`src/rtl/mem_dbus_ctrl.sv`:
```
`default_nettype none
// +----------------------------------------------------------------------------+
// | mem_dbus_ctrl : MEM-stage load/store controller driving a req/ack data bus |
// | Revision      : 1.0                                                        |
// +----------------------------------------------------------------------------+
module mem_dbus_ctrl #(
  parameter int TIMEOUT = 255
) (
  input  logic        clk,
  input  logic        rst,
  input  logic [4:0]  mem_wd,
  input  logic        mem_wreg,
  input  logic [31:0] mem_wdata,
  input  logic [31:0] mem_mem_addr,
  input  logic [31:0] mem_reg2,
  input  logic [7:0]  mem_aluop,
  input  logic        flush,
  input  logic [5:0]  stall,
  output logic [4:0]  wd_o,
  output logic        wreg_o,
  output logic [31:0] wdata_o,
  output logic        stallreq_o,
  output logic        align_err_o,
  output logic        bus_err_o,
  output logic        dbus_req_o,
  output logic        dbus_we_o,
  output logic [31:0] dbus_addr_o,
  output logic [31:0] dbus_wdata_o,
  output logic [3:0]  dbus_sel_o,
  input  logic        dbus_ack_i,
  input  logic [31:0] dbus_rdata_i
);

  localparam logic [7:0] EXE_LB_OP  = 8'b1110_0000;
  localparam logic [7:0] EXE_LBU_OP = 8'b1110_0100;
  localparam logic [7:0] EXE_LH_OP  = 8'b1110_0001;
  localparam logic [7:0] EXE_LHU_OP = 8'b1110_0101;
  localparam logic [7:0] EXE_LW_OP  = 8'b1110_0011;
  localparam logic [7:0] EXE_SB_OP  = 8'b1110_1000;
  localparam logic [7:0] EXE_SH_OP  = 8'b1110_1001;
  localparam logic [7:0] EXE_SW_OP  = 8'b1110_1011;
  localparam logic       NO_STOP    = 1'b0;
  localparam logic [7:0] WAIT_LAST  = 8'(TIMEOUT - 1);

  typedef enum logic [1:0] {IDLE = 2'd0, BUS = 2'd1, DONE = 2'd2} state_t;

  state_t      state, state_next;
  logic        is_byte, is_half, is_word, is_store, memop, misaligned;
  logic        issue, ack_done, timeout_hit;
  logic [3:0]  sel_next;
  logic [31:0] wdata_next;
  logic [7:0]  wait_cnt;
  logic        kill;
  logic [31:0] result;
  logic [7:0]  op_q;
  logic [1:0]  off_q;
  logic        store_q;
  logic [7:0]  lane_byte;
  logic [15:0] lane_half;
  logic [31:0] load_data;
  logic        unused_stall_bits;

  assign unused_stall_bits = ^{stall[5], stall[3:0]};

  always_comb begin
    is_byte  = 1'b0;
    is_half  = 1'b0;
    is_word  = 1'b0;
    is_store = 1'b0;
    case (mem_aluop)
      EXE_LB_OP, EXE_LBU_OP: is_byte = 1'b1;
      EXE_LH_OP, EXE_LHU_OP: is_half = 1'b1;
      EXE_LW_OP:             is_word = 1'b1;
      EXE_SB_OP: begin is_byte = 1'b1; is_store = 1'b1; end
      EXE_SH_OP: begin is_half = 1'b1; is_store = 1'b1; end
      EXE_SW_OP: begin is_word = 1'b1; is_store = 1'b1; end
      default: ;
    endcase
  end

  assign memop      = is_byte | is_half | is_word;
  assign misaligned = (is_half && mem_mem_addr[0]) || (is_word && (mem_mem_addr[1:0] != 2'b00));

  // Big-endian lanes: byte offset 0 lives in bits [31:24].
  always_comb begin
    sel_next   = 4'b1111;
    wdata_next = mem_reg2;
    if (is_byte) begin
      sel_next   = 4'b1000 >> mem_mem_addr[1:0];
      wdata_next = {4{mem_reg2[7:0]}};
    end else if (is_half) begin
      sel_next   = mem_mem_addr[1] ? 4'b0011 : 4'b1100;
      wdata_next = {2{mem_reg2[15:0]}};
    end
  end

  always_comb begin
    case (off_q)
      2'd0:    lane_byte = dbus_rdata_i[31:24];
      2'd1:    lane_byte = dbus_rdata_i[23:16];
      2'd2:    lane_byte = dbus_rdata_i[15:8];
      default: lane_byte = dbus_rdata_i[7:0];
    endcase
    lane_half = off_q[1] ? dbus_rdata_i[15:0] : dbus_rdata_i[31:16];
    case (op_q)
      EXE_LB_OP:  load_data = {{24{lane_byte[7]}}, lane_byte};
      EXE_LBU_OP: load_data = {24'd0, lane_byte};
      EXE_LH_OP:  load_data = {{16{lane_half[15]}}, lane_half};
      EXE_LHU_OP: load_data = {16'd0, lane_half};
      default:    load_data = dbus_rdata_i;
    endcase
  end

  always_ff @(posedge clk or negedge rst) begin
    if (!rst) state <= IDLE;
    else      state <= state_next;
  end

  always_comb begin
    state_next  = state;
    issue       = 1'b0;
    ack_done    = 1'b0;
    timeout_hit = 1'b0;
    stallreq_o  = 1'b0;
    align_err_o = 1'b0;
    wd_o        = mem_wd;
    wreg_o      = mem_wreg;
    wdata_o     = mem_wdata;
    case (state)
      IDLE: begin
        if (flush || memop) wreg_o = 1'b0;
        if (memop && !flush) begin
          if (misaligned) begin
            align_err_o = 1'b1;
          end else begin
            stallreq_o = 1'b1;
            issue      = 1'b1;
            state_next = BUS;
          end
        end
      end
      BUS: begin
        stallreq_o = 1'b1;
        wreg_o     = 1'b0;
        // A same-cycle ack wins over the timeout.
        if (dbus_ack_i) begin
          ack_done   = 1'b1;
          state_next = (kill || flush) ? IDLE : DONE;
        end else if (wait_cnt == WAIT_LAST) begin
          timeout_hit = 1'b1;
          state_next  = IDLE;
        end
      end
      DONE: begin
        wdata_o = result;
        if (store_q) wreg_o = 1'b0;
        if (stall[4] == NO_STOP) state_next = IDLE;
      end
      default: state_next = IDLE;
    endcase
    if (!rst) stallreq_o = 1'b0;
  end

  always_ff @(posedge clk or negedge rst) begin
    if (!rst) begin
      wait_cnt     <= 8'd0;
      kill         <= 1'b0;
      result       <= 32'd0;
      op_q         <= 8'd0;
      off_q        <= 2'd0;
      store_q      <= 1'b0;
      bus_err_o    <= 1'b0;
      dbus_req_o   <= 1'b0;
      dbus_we_o    <= 1'b0;
      dbus_addr_o  <= 32'd0;
      dbus_wdata_o <= 32'd0;
      dbus_sel_o   <= 4'd0;
    end else begin
      bus_err_o <= timeout_hit;
      if (issue) begin
        dbus_req_o   <= 1'b1;
        dbus_we_o    <= is_store;
        dbus_addr_o  <= {mem_mem_addr[31:2], 2'b00};
        dbus_sel_o   <= sel_next;
        dbus_wdata_o <= wdata_next;
        op_q         <= mem_aluop;
        off_q        <= mem_mem_addr[1:0];
        store_q      <= is_store;
        wait_cnt     <= 8'd0;
        kill         <= 1'b0;
      end else if (state == BUS) begin
        if (ack_done || timeout_hit) begin
          dbus_req_o <= 1'b0;
          dbus_we_o  <= 1'b0;
          kill       <= 1'b0;
        end else begin
          wait_cnt <= wait_cnt + 8'd1;
          if (flush) kill <= 1'b1;
        end
        if (ack_done && !(kill || flush)) result <= load_data;
      end
    end
  end

endmodule
`default_nettype wire

```
`config.mk`:
```
export PLATFORM = sky130hd
export DESIGN_NAME = mem_dbus_ctrl
export DESIGN_NICKNAME = d
export VERILOG_FILES = /design/src/rtl/mem_dbus_ctrl.sv
export SDC_FILE = /design/constraint.sdc
export NUM_CORES = 1
export LEC_CHECK = 0
export CAP_MARGIN = 20
export CORE_UTILIZATION = 44
export CTS_CLUSTER_SIZE = 30
export DETAILED_ROUTE_END_ITERATION = 7
export PLACE_DENSITY_LB_ADDON = 0.05
export SLEW_MARGIN = 20
export SYNTH_ARGS = -nofsm -noshare
export SYNTH_HDL_FRONTEND = slang
export SYNTH_SLANG_ARGS = --single-unit
```
`constraint.sdc`:
```
create_clock -name clk -period 2.5 [get_ports clk]
set_input_delay 0.5 -clock clk [delete_from_list [all_inputs] [get_ports clk]]
set_output_delay 0.5 -clock clk [all_outputs]
set_load 0.1 [all_outputs]
```
==> results of run 1 <==
[path summary, 6_finish.rpt]
check,cells after the start,slack (ns),endpoint
min in group clk,2,0.46,op_q[1]$_DFFE_PN0P_
min,2,0.22,dbus_wdata_o[28]$_DFFE_PN0P_
max in group asynchronous,2,1.80,dbus_wdata_o[0]$_DFFE_PN0P_
max reg2reg,6,0.37,dbus_wdata_o[22]$_DFFE_PN0P_
max,6,0.04,wdata_o[7]
min reg2reg,2,0.46,op_q[1]$_DFFE_PN0P_
[power groups by stage]
stage / clock network [W] / registers [W] / logic, W
global placement: 0 / 0.00303 / 0.00491
floorplan: 0 / 0.00488 / 0.00170
CTS: 0.00248 / 0.00303 / 0.00500
finish: 0.00244 / 0.00303 / 0.00497
detailed placement: 0 / 0.00305 / 0.00498
global route: 0.00257 / 0.00312 / 0.00523
[state kept, by name, summed over array words and instances, names as in the netlist, 2 cells and up]
register / flops
state: 2
off_q: 2
op_q: 8
dbus_addr_o: 30
dbus_wdata_o: 32
result: 32
wait_cnt: 8
dbus_sel_o: 4
[layout make-up]
class                   count  share of cell area (%)
diodes                      2                 0.04958
inverters                  12                  0.4462
multi-input cells         511                   31.25
clock inverters            11                   1.165
clock buffers              21                   4.660
well taps                 184                   2.281
repair buffers            280                   29.66
flip-flops and latches    123                   30.49
[through the flow]
stage / cells / hold WS, ns / power [W] / instance area [um2] / setup TNS, ns
4_1_cts: 1141 / 0.2591 / 0.01051 / 10060 / 0
6_report: 1144 / 0.2205 / 0.01044 / 10090 / 0
2_1_floorplan: 704 / 0.2044 / 0.006580 / 6534 / -0.1382
3_5_place_dp: 1109 / 0.4569 / 0.008027 / 9447 / -11.57
3_3_place_gp: 1109 / 0.4507 / 0.007936 / 9447 / -10.18
5_1_grt: 1143 / 0.2881 / 0.01092 / 10090 / -0.6905
[routing by layer]
layer | global-route usage (%) | vias to the layer above | share of wire [%]
li1 | - | 2933 | -
met2 | 43.16 | 234 | 49
met5 | 0 | - | 0
met4 | 12.50 | 0 | 2.6
met1 | 32.00 | 2920 | 40
met3 | 8.026 | 41 | 8.6
[worst max-delay path, delay by kind of cell, from the launching register on]
family / cells / cell delay, ns
buffers and inverters: 4 / 0.62
muxes: 1 / 0.39
DFF: 1 / 0.35
and+or+nand+nor: 1 / 0.14
[logic make-up after synthesis]
family | after synthesis
muxes | 64
xor gates and xnor gates | 5
DFF | 123
buffers and inverters | 70
other | 1
and+or+nand+nor | 300
AOI/OAI and AO/OA | 138
adders and majority gates | 2
[synthesized netlist by cell type (18+ instances only)]
| library cell | n |
|---|---|
| sky130_fd_sc_hd__a21oi_1 | 28 |
| sky130_fd_sc_hd__nor2_1 | 43 |
| sky130_fd_sc_hd__clkbuf_1 | 30 |
| sky130_fd_sc_hd__mux2_2 | 39 |
| sky130_fd_sc_hd__dfrtp_1 | 123 |
| sky130_fd_sc_hd__o21ai_0 | 29 |
| sky130_fd_sc_hd__mux2i_1 | 25 |
| sky130_fd_sc_hd__nand2_1 | 174 |
| sky130_fd_sc_hd__nand2b_1 | 18 |
| sky130_fd_sc_hd__nor3_1 | 32 |
[repair_timing]
| action | in CTS | in global routing |
|---|---|---|
| setup endpoints to repair | 4 | 34 |
| setup buffers | 0 | 1 |
| gates resized for setup | 10 | 7 |
| pin swaps | 5 | 5 |
==> impl_summary.md, run 1 <==
GRT
Across every metal layer, demand over resource in global routing totals 26.49%. The via count of the first global-routing pass is 6063. The initial antenna violation count is 2.

The pin count of the biggest net entering global routing is 124. The global-route wire length before repair is 30660 um. For this run the aggregate overflow at the end of global routing stands at 0.

Detailed routing
The first detailed-routing pass ran for 5 iterations. The routed via count divided by cell count is 5.357. The post-detailed-route DRC marker count is 0. The routed length per placed instance is 16.82 um. The detailed router finished its first iteration with 448 violations.

For this block, the routed nets add up to 19250 um of wire. The remaining antenna violation count after routing is 0. For this block, the via count after detailed routing is 6128.

Yosys
The average cell area after synthesis is 9.241 um2. The area share of fa/ha/maj cells after synthesis is 0.3852%. The share of flip-flops with an asynchronous set or reset is 100.0%. The share of the synthesized area in the top cell type is 47.38%. The synthesized design spends more area on one cell type than any other, namely sky130_fd_sc_hd__dfrtp_1. The main combinational cell family by area after synthesis is simple AND/OR/NAND/NOR gates. The number of synthesized register bits is 123. The number of enable-type register cells in the synthesized netlist is 0. The synthesized netlist occupies a cell area of 6496 um2. The synthesized netlist contains 62 unique library cells.

By area the synthesized netlist is led by sky130_fd_sc_hd__dfrtp_1, sky130_fd_sc_hd__nand2_1, sky130_fd_sc_hd__mux2_2. The simple-gate share of the synthesized area is 20.90%. The mux contribution to synthesized area is 10.61%. The synthesized netlist devotes 14.52% of its cell area to compound gates.

Among all flip-flop cells after synthesis, the most frequent one is sky130_fd_sc_hd__dfrtp_1. The sequential-to-total area share from yosys stat is 47.38%. The Yosys step of the flow raised 0 warnings.

In the synthesized netlist, the number of instances is 703. The xor and xnor fraction of the mapped netlist area is 0.6741%.

Timing
The max-slew violation count is 0. The relative slew slack is 56.28%. The post-route clock skew is 0.004989 ns. The final setup slack of the worst path is 0.03539 ns.

The count of final setup violators is 0. At the pin with the least slew margin, the transition time is 0.6558 ns. The portion of the clock cycle consumed by the worst path in the final layout is 98.58%. Setup repair after global routing could not meet its margin everywhere. The final hold violation count is 0. The post-route minimum period is 2.465 ns. The maximum clock frequency is 0.4057 GHz.

Worst setup path
The signal on the critical path passes through buf_4 > inv_1 > nor2_2 > buf_12 > mux2_2 > buf_12. The data arrival time of the worst path is 1.96 ns. The worst-path maximum fanout is 33. The critical path capture point type is an output pin.

The most critical setup path has its startpoint at state[1]$_DFFE_PN0P_. The critical path startpoint category is a register. By instance count, the cell type seen most on the critical path is sky130_fd_sc_hd__buf_12.

For the worst setup path, the data required time is 2.00 ns. The category of the critical setup timing path is reg2out. On the worst path, the slowest cell contributes a delay of 0.39 ns. The launching point of the worst reg2reg path is state[1]$_DFFE_PN0P_.

The largest individual stage delay along the critical path comes from the cell sky130_fd_sc_hd__mux2_2.

Power and ir drop
For this design the static power due to leakage is 4.577 nW. The logic gate share of total power is 47.6%. Internal power comes to 0.005600 W. The power density over the cells is 1034 nW/um2. The maximum vdd ir drop is 0.7761 mV. The switching power share of the total is 46.38%. The switching power total is 0.004843 W.

The power share of the clock group is 23.3%. The relative contribution of sequential cells to total power is 29.0%.

Layout
Cells fill 69.72% of the core in the end. In the final design database the tool counted 1099 nets. The fraction of layout cells with a size suffix above 1 is 24.95%. The area of combinational cells with multiple inputs is 3154 um2.

Compared with the post-synthesis result, the final layout area differs by 55.39%. The area occupied by registers is 3078 um2. In the layout the commonest cells are sky130_fd_sc_hd__nand2_1, sky130_fd_sc_hd__clkdlybuf4s50_1, sky130_fd_sc_hd__dfrtp_1. The leading cell type in the layout, fill and taps excluded is sky130_fd_sc_hd__nand2_1. After filler insertion, the fill cell instance count of the layout stands at 1176.

CTS
The number of H-tree levels is 4. Counting along the longest clock path gives a buffer depth of 2. TritonCTS built the clock tree. The register clock-pin slew on the reported worst setup and hold paths is 0.06 ns.

The number of buffers inserted by hold repair at cts is 0. The later pin in the worst-skew pair is clocked with a latency of 0.42 ns. The number of clock sinks is 123. The number of clock buffers added by TritonCTS is 17. Clock tree synthesis selected as its root buffer the cell sky130_fd_sc_hd__clkbuf_16.

Floorplanning
The area of the core region is 14480 um2. The die area is 15250 um2. In this run the vertical extent of the chip is 123.5 um.

The number of top-level pins is 263. The standard-cell row count is 44. The initial utilization of the core area, before any placement, comes to 44.87%.

The floorplan step set the die width to 123.5 um.

Hold path
The path class of the tightest hold or removal check is in2async.

Placement
The number of buffer cells added on primary ports is 245. OpenSTA, run right after detailed placement, puts the worst setup slack at -0.3056 ns. The congestion estimate from routability-driven global placement came to 0.8564.

Once detailed placement completed, the half-perimeter wirelength came to 13780 um.

Run status
The flow ran to the end, and the final reports show no timing, DRC or antenna violations.

Job
The number of maximum-capacitance constraint violations is 0.
Power figures use the tool's default switching activity.
==> inputs of run 2 (changes only) <==
--- a/config.mk
+++ b/config.mk
@@ -9,7 +9,8 @@
 export CORE_UTILIZATION = 44
 export CTS_CLUSTER_SIZE = 30
 export DETAILED_ROUTE_END_ITERATION = 7
-export PLACE_DENSITY_LB_ADDON = 0.05
+export HOLD_SLACK_MARGIN = 0.02
+export PLACE_DENSITY = 0.81
 export SLEW_MARGIN = 20
 export SYNTH_ARGS = -nofsm -noshare
 export SYNTH_HDL_FRONTEND = slang
==> impl_summary.md, run 2 (same netlist as run 1, synthesis figures left out) <==
GRT
The overall routing resource usage is 28.50% (+2.0 points). The pin count of the biggest net entering global routing is 65 (-48%). The met1 layer usage reported by global route is 33.32% (+1.3 points). met2 is the most crowded layer. The met3 track demand over resource in global routing came to 8.764% (+0.74 points).

The via count of the first global-routing pass is 6339 (+4.6%). The met2 track utilization from global routing is 47.00% (+3.8 points). The total congestion overflow after global routing is 0 (unchanged). The global-route wire length before repair is 32330 um (+5.4%).

The initial antenna violation count came to 0 (-2).

Timing
The post-route clock skew is 0.01263 ns (+0.007644 ns). The max-slew violation count came to 0 (unchanged). The final hold violation count is 0 (unchanged). The portion of the clock cycle consumed by the worst path in the final layout came to 102.0% (+3.4 points). The post-route minimum period is 2.549 ns (+0.08439 ns).

The count of final setup violators is 3 (+3). The setup TNS was -0.05266 ns (-0.05266 ns). The relative slew slack is 46.28% (-10 points). The slew of the pin with the lowest slew margin came to 0.8059 ns (+0.1500 ns).

The final setup slack of the worst path is -0.04900 ns (-0.08439 ns). The maximum clock frequency is 0.3923 GHz (-3.3%). Setup repair after global routing could not meet its margin everywhere.

Floorplanning
The area of the core region was 14480 um2 (unchanged). The number of top-level pins came to 263 (unchanged). The initial cell density of the core was 44.87% (unchanged). The height of the die was 123.5 um (unchanged). The die width is 123.5 um (unchanged). The standard-cell row count is 44 (unchanged).

The die area came to 15250 um2 (unchanged).

Worst setup path
STA classifies the critical path endpoint as an output pin. Traced cell by cell, the critical path runs through or3_4 > a2111oi_4 > o211a_4 > buf_12. The data arrival time of the worst path was 2.05 ns (+0.09 ns). The critical path is of the reg2out type. The required time of the critical path is 2.00 ns (about the same). The worst-path maximum fanout is 2 (-94%). For this design, the slowest cell found on the critical path is sky130_fd_sc_hd__or3_4. STA classifies the critical path startpoint as a register. The worst stage delay on the critical path is 0.41 ns (+0.02 ns).

Detailed routing
The remaining antenna violation count after routing came to 0 (unchanged). The routed length per placed instance is 18.40 um (+9.4%). The routed via count divided by cell count is 5.520 (+3.0%). The number of DRC markers after the initial detailed-route iteration is 460 (+2.7%). The count of TritonRoute iterations in the first routing pass is 5 (unchanged). The via count of the routed design is 6370 (+3.9%). The post-detailed-route DRC marker count is 0 (unchanged). The wire length after detailed routing is 21240 um (+10%).

Run status
The checks that failed: setup timing. The flow ran to the end, but the final reports show violations.

CTS
The total CTS buffers is 17 (unchanged). The maximum root-to-sink buffer count is 2 (unchanged). The CTS tree is done.

The cell sitting at the root of the clock tree is a sky130_fd_sc_hd__clkbuf_16. The number of clock sinks is 123 (unchanged). The insertion delay of the later-clocked pin in the worst-skew pair is 0.42 ns (about the same). The register clock-pin slew on the reported worst setup and hold paths is 0.07 ns (about the same). The number of H-tree levels is 4 (unchanged).

Layout
The area growth from synthesis to layout is 58.92%. The layout net count is 1111 (+1.1%). The largest registers in the layout are dbus_wdata_o (32), result (32), dbus_addr_o (30). The fill cell instance count of the final layout was 1086 (-7.7%). The diode insertion count for antenna repair is 0 (-2). The number of standard cells in the layout, taps in and fillers out is 1154 (+0.87%).

The top cell types in the final layout, fill and taps aside, are sky130_fd_sc_hd__nand2_1, sky130_fd_sc_hd__clkdlybuf4s50_1, sky130_fd_sc_hd__dfrtp_1. The fraction of layout cells with a size suffix above 1 is 25.88% (+0.93 points). The share of the core filled with cells in the final layout is 71.30% (+1.6 points). The library cell used most frequently in the layout, excluding fill and tap cells, is sky130_fd_sc_hd__nand2_1.

Job
The number of maximum-capacitance constraint violations is 0 (unchanged).

Placement
The pre-CTS setup slack was -0.3311 ns (-0.02548 ns). The HPWL after detailed placement is 14490 um (+5.1%). The total instance count after detailed placement is 1114 (+0.45%).

The placer congestion estimate is 0.8535 (-0.34%). The number of buffer cells added on primary ports is 245 (unchanged).

Power and ir drop
The overall power after layout came to 0.01069 W (+2.4%). The relative contribution of sequential cells to total power is 28.6% (-0.4 points). The leakage dissipation is 4.675 nW (+2.1%). The power density over the cells was 1036 nW/um2 (+0.10%). The power share of the clock group is 23.9% (+0.6 points).

The design internal power was 0.005704 W (+1.9%). The maximum vdd ir drop is 0.8585 mV (+11%). The logic gate share of total power is 47.4% (-0.2 points). The switching power share of the total came to 46.65% (+0.27 points). The switching power total is 0.004987 W (+3.0%).

Hold path
The worst min-delay path class is in2async.
run 2: cell type report:
class	count	area, um2	area share [%]
flip-flops and latches	123	3078	29.81
well taps	184	230.2	2.230
clock buffers	17	425.4	4.121
repair buffers	292	3158	30.59
clock inverters	15	187.7	1.818
multi-input cells	511	3197	30.97
inverters	12	47.55	0.4605
run 2: power groups by stage:
stage / clock network [W] / logic (W) / registers [W]
finish: 0.00256 / 0.00507 / 0.00306
global route: 0.00268 / 0.00532 / 0.00313
CTS: 0.00259 / 0.00503 / 0.00305
detailed placement: 0 / 0.00497 / 0.00306
global placement: 0 / 0.00490 / 0.00304
floorplan: 0 / 0.00170 / 0.00488
run 2: worst max-delay path, delay by kind of cell (launching register included):
kind	cells	cell delay, ns
and+or+nand+nor	1	0.41
buffers and inverters	1	0.17
DFF	1	0.40
AOI/OAI and AO/OA	2	0.63
run 2: final timing paths:
path | to | slack [ns] | from | cells after the start
hold reg to reg | op_q[6]$_DFFE_PN0P_ | 0.46 | op_q[6]$_DFFE_PN0P_ | 1
max in group asynchronous | dbus_sel_o[2]$_DFFE_PN0P_ | 1.06 | rst | 3
setup reg to reg | dbus_wdata_o[21]$_DFFE_PN0P_ | 0.37 | state[1]$_DFFE_PN0P_ | 6
setup / recovery | stallreq_o | -0.05 | state[1]$_DFFE_PN0P_ | 4
min in group clk | op_q[6]$_DFFE_PN0P_ | 0.46 | op_q[6]$_DFFE_PN0P_ | 1
hold / removal | result[22]$_DFFE_PN0P_ | 0.46 | rst | 2
run 2: stage by stage:
stage | instance area [um2] | hold WS [ns]
after global routing | 10320 | 0.4448
final | 10320 | 0.4564
after global placement | 9484 | 0.3123
after floorplan | 6534 | 0.2044
after detailed placement | 9484 | 0.3111
after CTS | 10200 | 0.4308
run 2: layer usage:
metal	wire length (um)	part of all wire, %
met3	1908	9.0
met5	0	0
met4	829	3.9
met1	8124	38
met2	10370	49
run 2: repair_timing:
action,4_1_cts,5_1_grt
setup endpoints to repair,35,33
gates cloned,2,1
pin swaps,4,1
endpoints found under the hold margin,2,0
gates resized for setup,15,17
buffers inserted,1,3
hold buffers,1,0
